===== src/rtl/por_reset_sequencer.sv =====
// Power-on reset sequencer: synchronizes and debounces porb/ext_resetb, then releases
// the core reset followed by the user-area reset, with soft user reset and sticky cause flags.
module por_reset_sequencer #(
   parameter int unsigned DEBOUNCE_CYCLES = 32'd4,
   parameter int unsigned CORE_DELAY      = 32'd8,
   parameter int unsigned USER_DELAY      = 32'd16,
   parameter int unsigned CNT_W           = 32'd16
) (
   input  logic       clk,
   input  logic       resetn,
   input  logic       porb,
   input  logic       ext_resetb,
   input  logic       soft_rst_req,
   input  logic       cause_clr,
   output logic       rstn_core,
   output logic       rstn_user,
   output logic       seq_done,
   output logic [2:0] state,
   output logic       cause_por,
   output logic       cause_ext
);

   typedef enum logic [2:0] {
      ST_RESET     = 3'd0,
      ST_DEBOUNCE  = 3'd1,
      ST_CORE_WAIT = 3'd2,
      ST_USER_WAIT = 3'd3,
      ST_RUN       = 3'd4
   } state_t;

   localparam logic [CNT_W-1:0] DEB_LAST  = CNT_W'(DEBOUNCE_CYCLES - 32'd1);
   localparam logic [CNT_W-1:0] CORE_LAST = CNT_W'(CORE_DELAY - 32'd1);
   localparam logic [CNT_W-1:0] USER_LAST = CNT_W'(USER_DELAY - 32'd1);
   localparam logic [CNT_W-1:0] CNT_ZERO  = '0;
   localparam logic [CNT_W-1:0] CNT_ONE   = CNT_W'(32'd1);

   logic [1:0]       porb_sync_q, porb_sync_d;
   logic [1:0]       ext_sync_q,  ext_sync_d;
   state_t           state_q,     state_d;
   logic [CNT_W-1:0] cnt_q,       cnt_d;
   logic             rstn_core_q, rstn_core_d;
   logic             rstn_user_q, rstn_user_d;
   logic             seq_done_q,  seq_done_d;
   logic             cause_por_q, cause_por_d;
   logic             cause_ext_q, cause_ext_d;
   logic             porb_s, ext_s, in_ok;

   assign porb_s = porb_sync_q[1];
   assign ext_s  = ext_sync_q[1];
   assign in_ok  = porb_s & ext_s;

   always_comb begin
      porb_sync_d = {porb_sync_q[0], porb};
      ext_sync_d  = {ext_sync_q[0], ext_resetb};

      // a set condition in the same cycle beats the clear
      if (!porb_s) begin
         cause_por_d = 1'b1;
      end else if (cause_clr) begin
         cause_por_d = 1'b0;
      end else begin
         cause_por_d = cause_por_q;
      end

      if (!ext_s) begin
         cause_ext_d = 1'b1;
      end else if (cause_clr) begin
         cause_ext_d = 1'b0;
      end else begin
         cause_ext_d = cause_ext_q;
      end
   end

   always_comb begin
      state_d     = state_q;
      cnt_d       = cnt_q;
      rstn_core_d = rstn_core_q;
      rstn_user_d = rstn_user_q;
      seq_done_d  = seq_done_q;

      if (!in_ok && (state_q != ST_RESET)) begin
         state_d     = ST_RESET;
         cnt_d       = CNT_ZERO;
         rstn_core_d = 1'b0;
         rstn_user_d = 1'b0;
         seq_done_d  = 1'b0;
      end else begin
         case (state_q)
            ST_RESET: begin
               cnt_d       = CNT_ZERO;
               rstn_core_d = 1'b0;
               rstn_user_d = 1'b0;
               seq_done_d  = 1'b0;
               if (in_ok) begin
                  state_d = ST_DEBOUNCE;
               end else begin
                  state_d = ST_RESET;
               end
            end
            ST_DEBOUNCE: begin
               if (cnt_q == DEB_LAST) begin
                  state_d = ST_CORE_WAIT;
                  cnt_d   = CNT_ZERO;
               end else begin
                  cnt_d = cnt_q + CNT_ONE;
               end
            end
            ST_CORE_WAIT: begin
               if (cnt_q == CORE_LAST) begin
                  state_d     = ST_USER_WAIT;
                  cnt_d       = CNT_ZERO;
                  rstn_core_d = 1'b1;
               end else begin
                  cnt_d = cnt_q + CNT_ONE;
               end
            end
            ST_USER_WAIT: begin
               if (cnt_q == USER_LAST) begin
                  state_d     = ST_RUN;
                  cnt_d       = CNT_ZERO;
                  rstn_user_d = 1'b1;
                  seq_done_d  = 1'b1;
               end else begin
                  cnt_d = cnt_q + CNT_ONE;
               end
            end
            ST_RUN: begin
               // soft request re-runs only the user stage; core stays released
               if (soft_rst_req) begin
                  state_d     = ST_USER_WAIT;
                  cnt_d       = CNT_ZERO;
                  rstn_user_d = 1'b0;
                  seq_done_d  = 1'b0;
               end else begin
                  state_d = ST_RUN;
               end
            end
            default: begin
               state_d     = ST_RESET;
               cnt_d       = CNT_ZERO;
               rstn_core_d = 1'b0;
               rstn_user_d = 1'b0;
               seq_done_d  = 1'b0;
            end
         endcase
      end
   end

   always_ff @(posedge clk) begin
      if (!resetn) begin
         porb_sync_q <= 2'b00;
         ext_sync_q  <= 2'b00;
         state_q     <= ST_RESET;
         cnt_q       <= CNT_ZERO;
         rstn_core_q <= 1'b0;
         rstn_user_q <= 1'b0;
         seq_done_q  <= 1'b0;
         cause_por_q <= 1'b1;
         cause_ext_q <= 1'b0;
      end else begin
         porb_sync_q <= porb_sync_d;
         ext_sync_q  <= ext_sync_d;
         state_q     <= state_d;
         cnt_q       <= cnt_d;
         rstn_core_q <= rstn_core_d;
         rstn_user_q <= rstn_user_d;
         seq_done_q  <= seq_done_d;
         cause_por_q <= cause_por_d;
         cause_ext_q <= cause_ext_d;
      end
   end

   assign rstn_core = rstn_core_q;
   assign rstn_user = rstn_user_q;
   assign seq_done  = seq_done_q;
   assign state     = state_q;
   assign cause_por = cause_por_q;
   assign cause_ext = cause_ext_q;

endmodule


===== config.mk =====
export PLATFORM = sky130hd
export DESIGN_NAME = por_reset_sequencer
export DESIGN_NICKNAME = d
export VERILOG_FILES = /design/src/rtl/por_reset_sequencer.sv
export SDC_FILE = /design/constraint.sdc
export NUM_CORES = 1
export LEC_CHECK = 0
export CAP_MARGIN = 20
export CORE_UTILIZATION = 30
export DETAILED_ROUTE_END_ITERATION = 8
export SLEW_MARGIN = 10
export SYNTH_ARGS = -nofsm -noshare
export SYNTH_HDL_FRONTEND = slang
export SYNTH_SLANG_ARGS = --single-unit

===== constraint.sdc =====
create_clock -name clk -period 2.62 [get_ports clk]
set_input_delay 0.524 -clock clk [delete_from_list [all_inputs] [get_ports clk]]
set_output_delay 0.524 -clock clk [all_outputs]
set_load 0.03 [all_outputs]

==> Implementation_results.wiki <==
{| class="wikitable"
! Metric !! Value
|-
| Detailed-route wire length per cell || 12.8 um
|-
| Synthesized area divided by synthesized cell count || 8.54 um2
|-
| Number of enable-type register cells in the synthesized netlist || 0
|-
| Number of cells in the finished layout apart from fillers || 252
|-
| Async set or reset register ratio after synthesis || 0
|-
| Total Power Consumption || 1310 uW
|-
| Fraction of final layout cells with drive strength greater than 1 || 0.119
|-
| Placed cell count || 248
|-
| CTS Sinks || 27
|-
| Die width || 72.2 um
|-
| Post-CTS Repair Setup Buffers || 0
|-
| Hold Path Sink || cause_por
|-
| Flip-flop cell with the highest count after synthesis || sky130_fd_sc_hd__dfxtp_1
|-
| Relative slew slack || 0.430
|-
| Diodes inserted || 0
|-
| Critical Path Stages || 7
|-
| Worst supply voltage drop on vdd || 0.325 mV
|-
| Worst Path Required || 2760 ps
|-
| CTS H-tree depth || 1
|-
| Endpoint of the worst-slack reg-to-reg timing path || cnt_q[11]
|-
| Max Clock Skew || 5.09 ps
|-
| Total placed instance area || 0.00168 mm2
|-
| Final critical-path setup slack || 410 ps
|-
| Final TNS setup || 0 ps
|-
| Beginning of the worst register-to-register path || cnt_q[0]
|-
| Maximum number of pins on one net before global-route repair || 17
|-
| Combined global-route utilization of all metal layers || 0.135
|-
| Share of synthesized area occupied by flip-flops and latches || 0.366
|-
| Wire length of the first global-routing pass || 5490 um
|-
| Slowest cell on crit path || sky130_fd_sc_hd__or3b_2
|-
| CTS root buffer || sky130_fd_sc_hd__clkbuf_8
|-
| DR pass1 iterations || 4
|-
| Routed wire length || 3240 um
|-
| Chain of cells forming the critical path || ha_1 -> or3b_2 -> nor4_2 -> nor2b_2 -> nor4_4 -> buf_4 -> a2111oi_0
|-
| Die outline height || 72.2 um
|-
| Worst setup startpoint || cnt_q[0]
|-
| Routability congestion estimate from global placement || 0.800
|-
| Iter 0 DRT Violations || 52
|-
| Net total in the final layout || 194
|-
| Die area || 0.00521 mm2
|-
| CP Max Fanout || 11
|-
| # hold bufs at CTS || 0
|-
| Ys Warns || 0
|-
| Routed via count divided by cell count || 5.15
|-
| Element type at the critical path end || flip-flop
|-
| Number of clock buffers inserted by TritonCTS || 3
|-
| Min-Delay Startpoint || porb_sync_q[1]
|-
| Outcome || complete, no violations
|-
| Post-Synthesis Net Count || 181
|-
| Total via count in the routed design || 1297
|-
| Lkg Pwr || 0.000571 uW
|-
| Hpwl dp || 2290 um
|-
| Count of cell types in the netlist || 47
|-
| Worst skew pair latency || 270 ps
|-
| Vias in the first global route || 1114
|-
| Critical path class || reg2reg
|-
| Max Cap Violations || 0
|-
| Crit path largest cell delay || 460 ps
|-
| Synthesis-stage register bit count || 27
|-
| Number of pins exceeding their max-slew limit in the final report || 0
|-
| Pwr dens || 763 mW/mm2
|-
| Worst setup slack before clock tree synthesis || 148 ps
|-
| Placeable Area || 0.00472 mm2
|-
| Slack of the worst reg-to-reg path || 410 ps
|-
| Startpoint types || flip-flop
|-
| Worst-path clk slew || 90 ps
|-
| Post-CTS sizing || 0
|-
| Number of placement rows || 25
|-
| I/O pin cnt || 14
|-
| Path class of the lowest-slack min-delay path || reg2reg
|-
| Maximum count of clock buffers along a single path || 2
|-
| Final Instance Area || 0.00172 mm2
|-
| Period minus WS final || 2210 ps
|-
| Clock tree from TritonCTS || done
|-
| Final hold violation count || 0
|-
| Max Clk Rate || 0.453 GHz
|-
| Crit-path leading delay family || simple AND/OR/NAND/NOR gates
|-
| Tcrit/Tclk final || 0.843
|-
| Number of buffers and inverters on the critical path || 1
|-
| Hold Crit Depth || 1
|-
| Critical Path AT || 2350 ps
|-
| Final ANT Viol Nets || 0
|-
| Area of the mapped netlist || 0.00148 mm2
|-
| Gate count of the mapped netlist || 173
|-
| Growth of design area from synthesis to finish || 16.4%
|-
| Congestion Overflow GR || 0
|-
| Worst Reg-to-Reg Cells || 7
|-
| Effective utilization at floorplan || 0.313
|-
| Setup-violating endpoint count in the final report || 0
|-
| Number of design rule violations left after detail routing || 0
|-
| Number of port buffers || 13
|-
| Initial antenna violation count || 0
|-
| Worst-Margin Slew || 849 ps
|-
| Unrepaired setup endpoints after global routing || false
|}
[worst reg2reg max path, cell delays in order (launching register included)]
cell                        delay (ps)
sky130_fd_sc_hd__dfxtp_1           410
sky130_fd_sc_hd__ha_1              240
sky130_fd_sc_hd__or3b_2            460
sky130_fd_sc_hd__nor4_2            250
sky130_fd_sc_hd__nor2b_2           160
sky130_fd_sc_hd__nor4_4            260
sky130_fd_sc_hd__buf_4             220
sky130_fd_sc_hd__a2111oi_0          80
[state kept, by name, indices dropped and copies added (netlist names)]
signal,flops
cnt_q,16
state,3
ext_sync_q,2
porb_sync_q,2
cause_ext,1
cause_por,1
rstn_core,1
seq_done,1
[cell type report]
| cell class | count | area (um2) |
|---|---|---|
| multi-input combinational | 133 | 876 |
| clock buffer | 4 | 45.0 |
| sequential | 27 | 541 |
| tap | 67 | 83.8 |
| inverter | 4 | 15.0 |
| timing repair buffer | 17 | 160 |
| fill | 475 | 3000 |
[cell families after synthesis]
| kind of cell | Yosys count | share of synthesized area |
|---|---|---|
| compound gates | 29 | 0.135 |
| flops | 27 | 0.366 |
| simple gates | 94 | 0.389 |
| fa+ha+maj | 2 | 0.0169 |
| mux | 6 | 0.0406 |
| buf+inv | 13 | 0.0415 |
| xor+xnor | 2 | 0.0119 |
[worst max-delay path by stage]
stage	endpoint	slack (ps)
global placement	cnt_q[10]	170
detailed placement	cnt_q[13]	150
floorplan	cnt_q[10]	620
CTS	cnt_q[13]	400
global route	cnt_q[10]	180
finish	cnt_q[11]	410
[Yosys cell counts (all sizes together) (2+ instances only)]
| cell | number | area share |
|---|---|---|
| a21oi | 6 | 0.020 |
| ha | 2 | 0.017 |
| and2 | 6 | 0.025 |
| nand3 | 10 | 0.034 |
| nor4 | 9 | 0.065 |
| nand3b | 2 | 0.010 |
| nor3 | 9 | 0.038 |
| nor2 | 18 | 0.047 |
| clkbuf | 6 | 0.015 |
| or3 | 2 | 0.0085 |
| nor2b | 3 | 0.014 |
| buf | 3 | 0.016 |
| nand4 | 5 | 0.021 |
| nand2 | 16 | 0.041 |
| dfxtp | 27 | 0.37 |
| a2111oi | 4 | 0.025 |
| nor3b | 2 | 0.014 |
| o21ai | 7 | 0.024 |
| mux2i | 6 | 0.041 |
| xnor2 | 2 | 0.012 |
| and4 | 2 | 0.012 |
| o31ai | 3 | 0.015 |
| and3 | 3 | 0.013 |
| or4 | 3 | 0.023 |
| inv | 4 | 0.010 |
[where the power goes]
group          total (uW)  switching (uW)  internal [uW]
Combinational         587             362            226
Sequential            488            47.0            441
Clock                 237             128            109
Total                1310             537            775
[layout by cell type (no fill, tap or decap), types with 2 or more instances in the layout]
cell | Yosys | routed
sky130_fd_sc_hd__buf_4 | 1 | 4
sky130_fd_sc_hd__nand4_1 | 5 | 5
sky130_fd_sc_hd__nor4_2 | 4 | 4
sky130_fd_sc_hd__inv_1 | 4 | 4
sky130_fd_sc_hd__clkbuf_8 | 0 | 3
sky130_fd_sc_hd__nand3b_1 | 2 | 2
sky130_fd_sc_hd__mux2i_1 | 6 | 6
sky130_fd_sc_hd__ha_1 | 2 | 2
sky130_fd_sc_hd__o21ai_0 | 7 | 7
sky130_fd_sc_hd__nand2_1 | 16 | 16
sky130_fd_sc_hd__xnor2_1 | 2 | 2
sky130_fd_sc_hd__nand3_1 | 10 | 10
sky130_fd_sc_hd__or4_4 | 3 | 3
sky130_fd_sc_hd__a2111oi_0 | 3 | 3
sky130_fd_sc_hd__and4_1 | 2 | 2
sky130_fd_sc_hd__clkdlybuf4s50_1 | 0 | 13
sky130_fd_sc_hd__nor3_1 | 8 | 8
sky130_fd_sc_hd__and3_1 | 3 | 3
sky130_fd_sc_hd__nor2_1 | 17 | 17
sky130_fd_sc_hd__and2_1 | 6 | 6
sky130_fd_sc_hd__dfxtp_1 | 27 | 27
sky130_fd_sc_hd__nor2b_1 | 2 | 2
sky130_fd_sc_hd__a21oi_1 | 6 | 6
sky130_fd_sc_hd__nor4_1 | 4 | 4
sky130_fd_sc_hd__or3_1 | 2 | 2
sky130_fd_sc_hd__o31ai_1 | 3 | 3
[layer usage]
metal | global-route usage | routed length (um) | vias to the layer above | share of wire
met2 | 0.207 | 1390 | 23 | 0.43
met1 | 0.189 | 1700 | 605 | 0.53
met4 | 0.0392 | 39 | 0 | 0.012
li1 | - | - | 665 | -
met5 | 0 | 0 | - | 0
met3 | 0.0333 | 101 | 4 | 0.031
[through the flow]
| step | util | hold slack [ps] |
|---|---|---|
| 2_1_floorplan | - | 395 |
| 3_3_place_gp | 0.355 | 416 |
| 3_5_place_dp | 0.355 | 412 |
| 4_1_cts | 0.364 | 434 |
| 5_1_grt | 0.364 | 451 |
| 6_report | 0.364 | 427 |
Note: power is estimated with default switching activity, not from simulation.
==> edit, RTL diff (same flow settings) <==
Set the parameter `CNT_W` to 32'd32 (it was 32'd16).
--- a/src/rtl/por_reset_sequencer.sv
+++ b/src/rtl/por_reset_sequencer.sv
@@ -6,3 +6,3 @@
    parameter int unsigned USER_DELAY      = 32'd16,
-   parameter int unsigned CNT_W           = 32'd16
+   parameter int unsigned CNT_W           = 32'd32
 ) (
Check against the original RTL: same outputs for any inputs over 10 cycles, from zero or initial values and one cycle with resetn low; that may be too few to reach the edited logic, so the function may still have changed.
==> edit against the original RTL <==
Hold slack better by 0.018 ns; power is 5.3% higher; area after synthesis up 53%; synthesized cell count rose by 58%; sequential cell count increased by 16; utilization fell by 0.82 points; final area rose by 51%; worst setup slack got worse by 0.18 ns; final cell count is 54% higher; first-iteration DRC count rose to 3.4 times the old value; sequential power rose by 42%; routed wire length grew 64%; die area up 52%; critical path type unchanged.
==> edit: results (changes against the original RTL) <==
\begin{tabular}{lr}
\hline
Metric & Value \\
\hline
\multicolumn{2}{l}{\textbf{Outcome}} \\
Run status & finished, final reports clean (unchanged) \\
\multicolumn{2}{l}{\textbf{Pwr}} \\
Clock group power & 429 uW (was 237 uW) \\
Fraction of power consumed by combinational cells & 18.7\% (was 44.8\%) \\
Power Internal & 935 uW (was 775 uW) \\
Leakage dissipation & 0.798 nW (was 0.571 nW) \\
Largest vdd supply drop & 0.000210 V (was 0.000325 V) \\
Sum of internal, switching and leakage power & 1.38 mW (was 1.31 mW) \\
\multicolumn{2}{l}{\textbf{Routing}} \\
Average via count per standard cell & 5.24 (was 5.15) \\
Average wire length per cell after detail routing & 13.7 microns (was 12.8 microns) \\
\multicolumn{2}{l}{\textbf{Global routing}} \\
Global-route wire length before repair & 9.20 mm (was 5.49 mm) \\
Via count of the first global-routing pass & 1914 (was 1114) \\
Total routing resource utilization after global routing & 15.0\% (was 13.5\%) \\
\multicolumn{2}{l}{\textbf{Logic synthesis}} \\
Commonest cells in the synthesized netlist & 43 x dfxtp\_1, 25 x nor2\_1, 22 x nand2\_1, 20 x a21oi\_1, 17 x nand3\_1 (was 27 x dfxtp\_1, 17 x nor2\_1, 16 x nand2\_1, 10 x nand3\_1, 8 x nor3\_1) \\
Mapped Nets & 282 (was 181) \\
Largest cells by area after synthesis & dfxtp\_1 38\%, a21oi\_1 4.4\%, nor2\_1 4.1\% (was dfxtp\_1 37\%, nor2\_1 4.3\%, mux2i\_1 4.1\%) \\
Number of distinct library cells after synthesis & 46 (was 47) \\
Post-synthesis sequential area ratio & 38.0\% (was 36.6\%) \\
Syn\_area\_per\_cell & 8.27 sq um (was 8.54 sq um) \\
\multicolumn{2}{l}{\textbf{Layout}} \\
Final Net Count & 296 (was 194) \\
Number of standard cells in the layout, taps in and fillers out & 388 (was 252) \\
Share of post-route cells with drive strength above 1 & 9.69\% (was 11.9\%) \\
\multicolumn{2}{l}{\textbf{Placed design}} \\
Placement-stage worst setup slack & 0.178 ns (was 0.148 ns) \\
Post-Place Cells & 380 (was 248) \\
DP Area & 2500 sq um (was 1680 sq um) \\
\multicolumn{2}{l}{\textbf{Critical path}} \\
Arr. time, crit path & 2.59 ns (was 2.35 ns) \\
Slack of the worst reg-to-reg path & 0.23 ns (was 0.41 ns) \\
\multicolumn{2}{l}{\textbf{Clock network}} \\
Clock buffers created by TritonCTS & 5 (was 3) \\
H-tree depth reported by CTS & 2 (was 1) \\
\multicolumn{2}{l}{\textbf{Timing}} \\
Actual slew at the worst max-slew pin & 0.815 ns (was 0.849 ns) \\
\hline
\end{tabular}
## edit: cell count changes in the layout (fill, tap and decap cells not counted), sizes merged, moves of 6 or more
cell,before,now
dfxtp,27,43
a21oi,6,20
o211ai,1,11
nand3,10,18
nand4,5,12
nor2,18,25
or3,2,9
mux2i,6,0
nand2,16,22
o21ai,7,13
## edit: cell families after synthesis
logic type	after synthesis	share of synthesized area (%)
XOR/XNOR	11	4.25
buffers and inverters	22	4.97
flip-flops	43	38.0
adder cells (fa/ha/maj)	2	1.10
AND/OR/NAND/NOR	136	34.6
AO/OA/AOI/OAI	60	17.1
## edit: path summary, 6_finish.rpt
path / cells past startpoint / to / start
worst min-delay path: 1 / cause_por / porb_sync_q[1]
worst max register to register: 7 / cnt_q[4] / cnt_q[0]
worst max-delay path: 7 / cnt_q[4] / cnt_q[0]
worst min register to register: 1 / cause_por / porb_sync_q[1]
## edit: area by class of cell
type / instances / area, sq um
fillers: 785 / 4700
repair buffers: 22 / 198
inverters: 7 / 26.3
well taps: 99 / 124
clock buffers: 5 / 68.8
multi-input cells: 209 / 1300
clock inverters: 3 / 20.0
flip-flops and latches: 43 / 861
## edit: repair_timing
action	4_1_cts	5_1_grt
resized for setup	0	1
setup endpoints to repair	0	2
hold buffers	0	0
## edit: metal layers
metal | routed length [microns] | global-route usage [%] | part of all wire (%) | up-vias
met1 | 2580 | 20.7 | 49 | 948
met4 | 31 | 4.25 | 0.58 | 0
met2 | 2450 | 24.1 | 46 | 42
li1 | - | - | - | 1040
met3 | 242 | 2.77 | 4.6 | 4
met5 | 0 | 0 | 0 | -
## edit: critical path, stage by stage (launching register included)
cell,delay [ns]
dfxtp_1,0.47
ha_1,0.30
nor4b_1,0.29
a21oi_1,0.12
o41ai_4,0.38
o21a_1,0.44
a21oi_1,0.12
o21a_1,0.17
